<file path="src/rtl/lpc_analysis_filt.sv">
// LPC analysis (prediction-error) filter: e[n] = x[n] + sum a_k*x[n-k],
// Q2.14 coefficients, one shared MAC, valid/ready on both sides.
module lpc_analysis_filt #(
  parameter int unsigned ORDER = 10,
  parameter int unsigned DW    = 16,
  parameter int unsigned CW    = 16,
  parameter int unsigned FRAC  = 14,
  parameter int unsigned AW    = 40
) (
  input  logic                 clk,
  input  logic                 rst,
  input  logic                 in_valid,
  output logic                 in_ready,
  input  logic signed [DW-1:0] x,
  input  logic                 coef_wr,
  input  logic [3:0]           coef_addr,
  input  logic signed [CW-1:0] coef_data,
  input  logic                 coef_commit,
  input  logic                 hist_clr,
  output logic                 out_valid,
  input  logic                 out_ready,
  output logic signed [DW-1:0] e,
  output logic                 sat
);

  localparam int unsigned PW = CW + DW;
  localparam logic signed [AW-1:0] EMAX = AW'((2 ** (DW - 1)) - 1);
  localparam logic signed [AW-1:0] EMIN = -EMAX - AW'(1);

  typedef enum logic [1:0] {IDLE, MAC, OUT} state_t;

  state_t state, state_nxt;

  logic signed [CW-1:0] shadow [1:ORDER];
  logic signed [CW-1:0] active [1:ORDER];
  logic signed [DW-1:0] hist   [1:ORDER];
  logic signed [DW-1:0] x_reg;
  logic signed [AW-1:0] acc;
  logic [3:0]           k;
  logic                 commit_pend;
  logic                 clr_pend;

  logic                 accept;
  logic                 last_tap;
  logic                 wr_ok;
  logic signed [PW-1:0] prod;
  logic signed [AW-1:0] acc_sum;
  logic signed [AW-1:0] acc_sh;
  logic signed [DW-1:0] e_c;
  logic                 sat_c;

  // Handshake and tap control decode
  assign in_ready = (state == IDLE) && !rst;
  assign accept   = in_valid && in_ready;
  assign last_tap = (k == 4'(ORDER));
  assign wr_ok    = coef_wr && (coef_addr >= 4'd1) && (coef_addr <= 4'(ORDER));

  // MAC term, final scaling and saturation of the running sum
  always_comb begin
    prod    = $signed(PW'(active[k])) * $signed(PW'(hist[k]));
    acc_sum = acc + AW'(prod);
    acc_sh  = acc_sum >>> FRAC;
    e_c     = acc_sh[DW-1:0];
    sat_c   = 1'b0;
    if (acc_sh > EMAX) begin
      e_c   = EMAX[DW-1:0];
      sat_c = 1'b1;
    end else if (acc_sh < EMIN) begin
      e_c   = EMIN[DW-1:0];
      sat_c = 1'b1;
    end
  end

  // State register
  always_ff @(posedge clk) begin
    if (rst) state <= IDLE;
    else     state <= state_nxt;
  end

  // Next-state logic
  always_comb begin
    state_nxt = state;
    case (state)
      IDLE:    if (accept)    state_nxt = MAC;
      MAC:     if (last_tap)  state_nxt = OUT;
      OUT:     if (out_ready) state_nxt = IDLE;
      default:                state_nxt = IDLE;
    endcase
  end

  // Datapath: accumulator, history, coefficient banks, output register
  always_ff @(posedge clk) begin
    if (rst) begin
      for (int i = 1; i <= ORDER; i++) begin
        shadow[i] <= '0;
        active[i] <= '0;
        hist[i]   <= '0;
      end
      x_reg       <= '0;
      acc         <= '0;
      k           <= '0;
      commit_pend <= 1'b0;
      clr_pend    <= 1'b0;
      out_valid   <= 1'b0;
      e           <= '0;
      sat         <= 1'b0;
    end else begin
      if (wr_ok) shadow[coef_addr] <= coef_data;

      // Bank swap only at sample boundaries so a running sample sees one bank
      if (state == IDLE && coef_commit) begin
        for (int i = 1; i <= ORDER; i++) active[i] <= shadow[i];
      end else if (state == OUT && out_ready && (commit_pend || coef_commit)) begin
        for (int i = 1; i <= ORDER; i++) active[i] <= shadow[i];
        commit_pend <= 1'b0;
      end else if (coef_commit) begin
        commit_pend <= 1'b1;
      end

      case (state)
        IDLE: begin
          if (hist_clr) begin
            for (int i = 1; i <= ORDER; i++) hist[i] <= '0;
          end
          if (accept) begin
            x_reg <= x;
            acc   <= AW'(x) <<< FRAC;
            k     <= 4'd1;
          end
        end
        MAC: begin
          acc <= acc_sum;
          k   <= k + 4'd1;
          if (last_tap) begin
            e         <= e_c;
            sat       <= sat_c;
            out_valid <= 1'b1;
            clr_pend  <= 1'b0;
            // A clear seen during MAC lands after this sample's shift
            if (clr_pend || hist_clr) begin
              for (int i = 1; i <= ORDER; i++) hist[i] <= '0;
            end else begin
              for (int i = 2; i <= ORDER; i++) hist[i] <= hist[i-1];
              hist[1] <= x_reg;
            end
          end else if (hist_clr) begin
            clr_pend <= 1'b1;
          end
        end
        OUT: begin
          if (hist_clr) begin
            for (int i = 1; i <= ORDER; i++) hist[i] <= '0;
          end
          if (out_ready) out_valid <= 1'b0;
        end
        default: ;
      endcase
    end
  end

endmodule

</file>
<file path="config.mk">
export PLATFORM = sky130hd
export DESIGN_NAME = lpc_analysis_filt
export DESIGN_NICKNAME = d
export VERILOG_FILES = /design/src/rtl/lpc_analysis_filt.sv
export SDC_FILE = /design/constraint.sdc
export NUM_CORES = 2
export LEC_CHECK = 0
export ABC_AREA = 1
export BUFFER_PORTS_ARGS = -buffer_cell sky130_fd_sc_hd__clkbuf_2
export CORE_UTILIZATION = 55
export CTS_CLUSTER_SIZE = 40
export DETAILED_ROUTE_END_ITERATION = 6
export PLACE_DENSITY = 0.83
export SYNTH_ARGS = -nofsm -noshare
export SYNTH_HDL_FRONTEND = slang
export SYNTH_SLANG_ARGS = --single-unit
export TNS_END_PERCENT = 20
</file>
<file path="constraint.sdc">
create_clock -name clk -period 12.4 [get_ports clk]
set_clock_uncertainty 0.1 [all_clocks]
set_input_delay 0.62 -clock clk [delete_from_list [all_inputs] [get_ports clk]]
set_output_delay 0.62 -clock clk [all_outputs]
set_load 0.03 [all_outputs]
</file>
==> results_dict.tcl <==
set metrics [dict create \
    die-area_um2 69500 \
    power_density_nw_per_um2 271 \
    finalHoldViolCount 0 \
    gpl.final_weighted_congestion 0.962 \
    detail_route.first_pass.iterations 7 \
    syn2layout_area_growth_pct 8.02 \
    clk_root_buffer_cell "clkbuf_16" \
    clock_path_buffers 3 \
    insertedDiodeCount 0 \
    tns_ns 0 \
    cts-resized-gates 0 \
    clock_sink_count 566 \
    dr_wl_met2_mm 45.1 \
    design.core.area_um2 67400 \
    crit_path_end_kind "flop" \
    ys_types 50 \
    finish.instance_area_um2 40700 \
    dp_hpwl_mm 63.4 \
    worstSetupPathType "reg2reg" \
    layout-drive-gt1-share_pct 6.53 \
    grt_setup_unrepaired "false" \
    drc_errors 0 \
    initial_utilization_pct 55.8 \
    timing.final.max_slew_violations 0 \
    max_clock_freq_mhz 104 \
    die_height_um 264 \
    final.min_clock_period_ns 9.66 \
    tritoncts_clock_tree "built" \
    max_stage_delay_ns 1.02 \
    synthesis.area_per_instance_um2 8.90 \
    wl_per_cell_um 18.4 \
    grt_first_pass_wirelength_mm 150 \
    place.port_buffers 61 \
    required_ns 12.81 \
    placement_rows 95 \
    clkSlewWorstSetupHoldPaths_ns 0.07 \
    nets 4729 \
    grt_pass1_vias 28400 \
    clock_latency_ns 0.65 \
    postSynthNetCount 4721 \
    yosysWarnings 0 \
    die_w_um 264 \
    grt_antenna_before_repair 0 \
    max_capacitance_violation_count 0 \
    largestRegisters "active: 160 flops, hist: 160 flops, shadow: 160 flops" \
    status "completed" \
    cts-buffers-inserted 57 \
    highest-signal-layer "met4" \
    drt_first_iter_violations 3299 \
    timing.critical_path.arrival_ns 10.07 \
    met1_length_mm 36.6 \
    post_synth_inst_count 4231 \
    syn_area_um2 37600 \
    start_kind "flop" \
    maxSlewHeadroom_pct 23.9 \
    class_of_the_worst_hold_path "in2reg" \
    worst-slew-pin-transition_ns 1.14 \
    met3RoutedLength_mm 8.71 \
    critical_path_peak_fanout 65 \
    design.portCount 62 \
    grt.total_usage_pct 27.7 \
    drt-vias-per-instance 5.42 \
    total_number_of_vias 28000 \
    largest_net_degree_at_the_start_of_global_routing 161 \
    post_cts_buffers 0 \
    ys_seq_area_share_pct 42.9 \
    detailed_place.area_um2 38800 \
    totalWireLength_mm 94.7 \
    worst_ir_drop_vdd_uv 348 \
    setup_viol 0 \
    antenna_left 0 \
    postSynthRegisterBits 566 \
    globalRouteOverflowTotal 0 \
    htreeDepth 2 \
    critPathSlowestCell "clkinv_2" \
    ctsHoldBuffers 0 \
    leakagePower_nw 20.0 \
    layout_worst_path_cycle_share_pct 77.9 \
]
-- kinds of logic after synthesis --
group	Yosys count	share of synthesized area, %
XOR/XNOR	16	0.372
AO/OA/AOI/OAI	444	6.67
AND/OR/NAND/NOR	1532	16.1
adder cells (fa/ha/maj)	447	21.4
buffers and inverters	1226	12.5
flip-flops	566	42.9
-- report_power, final --
group | internal [mW] | total (mW) | switching [mW]
Sequential | 2.23 | 2.31 | 0.0807
Combinational | 2.24 | 6.94 | 4.70
Clock | 0.982 | 1.77 | 0.791
-- stage by stage --
stage / total power, mW / utilization (%) / hold WS [ns] / setup WS (ns) / instances
floorplan: 7.36 / - / 0.340 / 3.37 / 4231
global route: 12.0 / 60.3 / 0.179 / 2.06 / 5159
detailed placement: 9.12 / 57.5 / 0.357 / 2.96 / 5053
CTS: 10.9 / 60.3 / 0.153 / 2.81 / 5159
global placement: 9.03 / 57.5 / 0.351 / 3.14 / 5053
finish: 11.0 / 60.3 / 0.167 / 2.74 / 5159
-- layout by cell type, fill, tap and decap left out, types with 4 or more instances in the layout --
cell	netlist	final
nand2_1	703	703
buf_4	2	52
nand3_1	61	61
nand4_1	6	6
o22ai_1	33	31
inv_1	1030	1030
o211ai_1	26	26
clkbuf_1	95	10
fa_1	330	330
o21ai_0	174	173
nor3_1	10	10
and3_1	4	4
dfxtp_1	86	84
inv_2	12	11
nor2_1	692	692
nand2_2	27	27
a211oi_1	11	11
o21ai_1	10	10
inv_6	0	6
xnor2_1	10	10
nor2_2	10	10
clkbuf_2	0	61
ha_1	117	117
clkinv_1	19	30
a221oi_1	9	9
a31oi_1	14	13
a21oi_2	8	8
bufinv_16	0	6
a21oi_1	142	142
xor2_1	6	6
clkinv_2	0	12
o22ai_2	3	5
nor2_4	6	6
edfxtp_1	480	480
clkbuf_16	0	57
-- layer usage --
layer	vias up	GRT usage (%)
li1	12800	-
met1	13400	36.5
met2	1370	45.7
met3	296	3.98
met4	0	12.2
met5	-	0
-- area by class of cell --
cell class              count  area (um2)
repair buffers            114         716
clock inverters            39         435
flip-flops and latches    566       16100
multi-input cells        2439       16800
fillers                  5254       26700
well taps                 873        1090
inverters                1061        3980
clock buffers              67        1460
-- Yosys cell counts, drive strengths merged --
cell type	number	area, um2
inv	1042	3910
nand2	730	2810
nor2	708	2730
edfxtp	480	14400
fa	330	6610
o21ai	184	921
a21oi	150	781
ha	117	1460
clkbuf	95	357
dfxtp	86	1720
buf	70	378
nand3	64	335
o22ai	36	244
o211ai	27	208
clkinv	19	71.3
a31oi	14	87.6
a211oi	11	82.6
nor3	11	60.1
xnor2	10	87.6
a221oi	9	78.8
nand4	7	58.8
xor2	6	52.6
or2	5	31.3
and3	4	25.0
o21bai	3	22.5
o221ai	3	26.3
a21boi	2	15.0
o31ai	2	15.0
a32o	1	10.0
and2	1	6.26
nand3b	1	7.51
nor4	1	6.26
o211a	1	10.0
o21a	1	7.51
-- final timing paths --
check	from	to	slack, ns	depth (start not counted)
setup / recovery	flop	e[2]	2.74	32
hold reg to reg	x_reg[12]	x_reg[12]	0.37	2
hold / removal	x[4]	x_reg[4]	0.17	3
setup reg to reg	flop	e[2]	2.74	32
-- worst max-delay path, delay by kind of cell, from the launching register on --
family,cells,cell delay (ns)
AOI/OAI and AO/OA,1,0.19
and+or+nand+nor,16,2.24
DFF,1,0.81
buffers and inverters,8,2.32
adders and majority gates,7,3.83
Note: power is estimated with default switching activity, not from simulation.
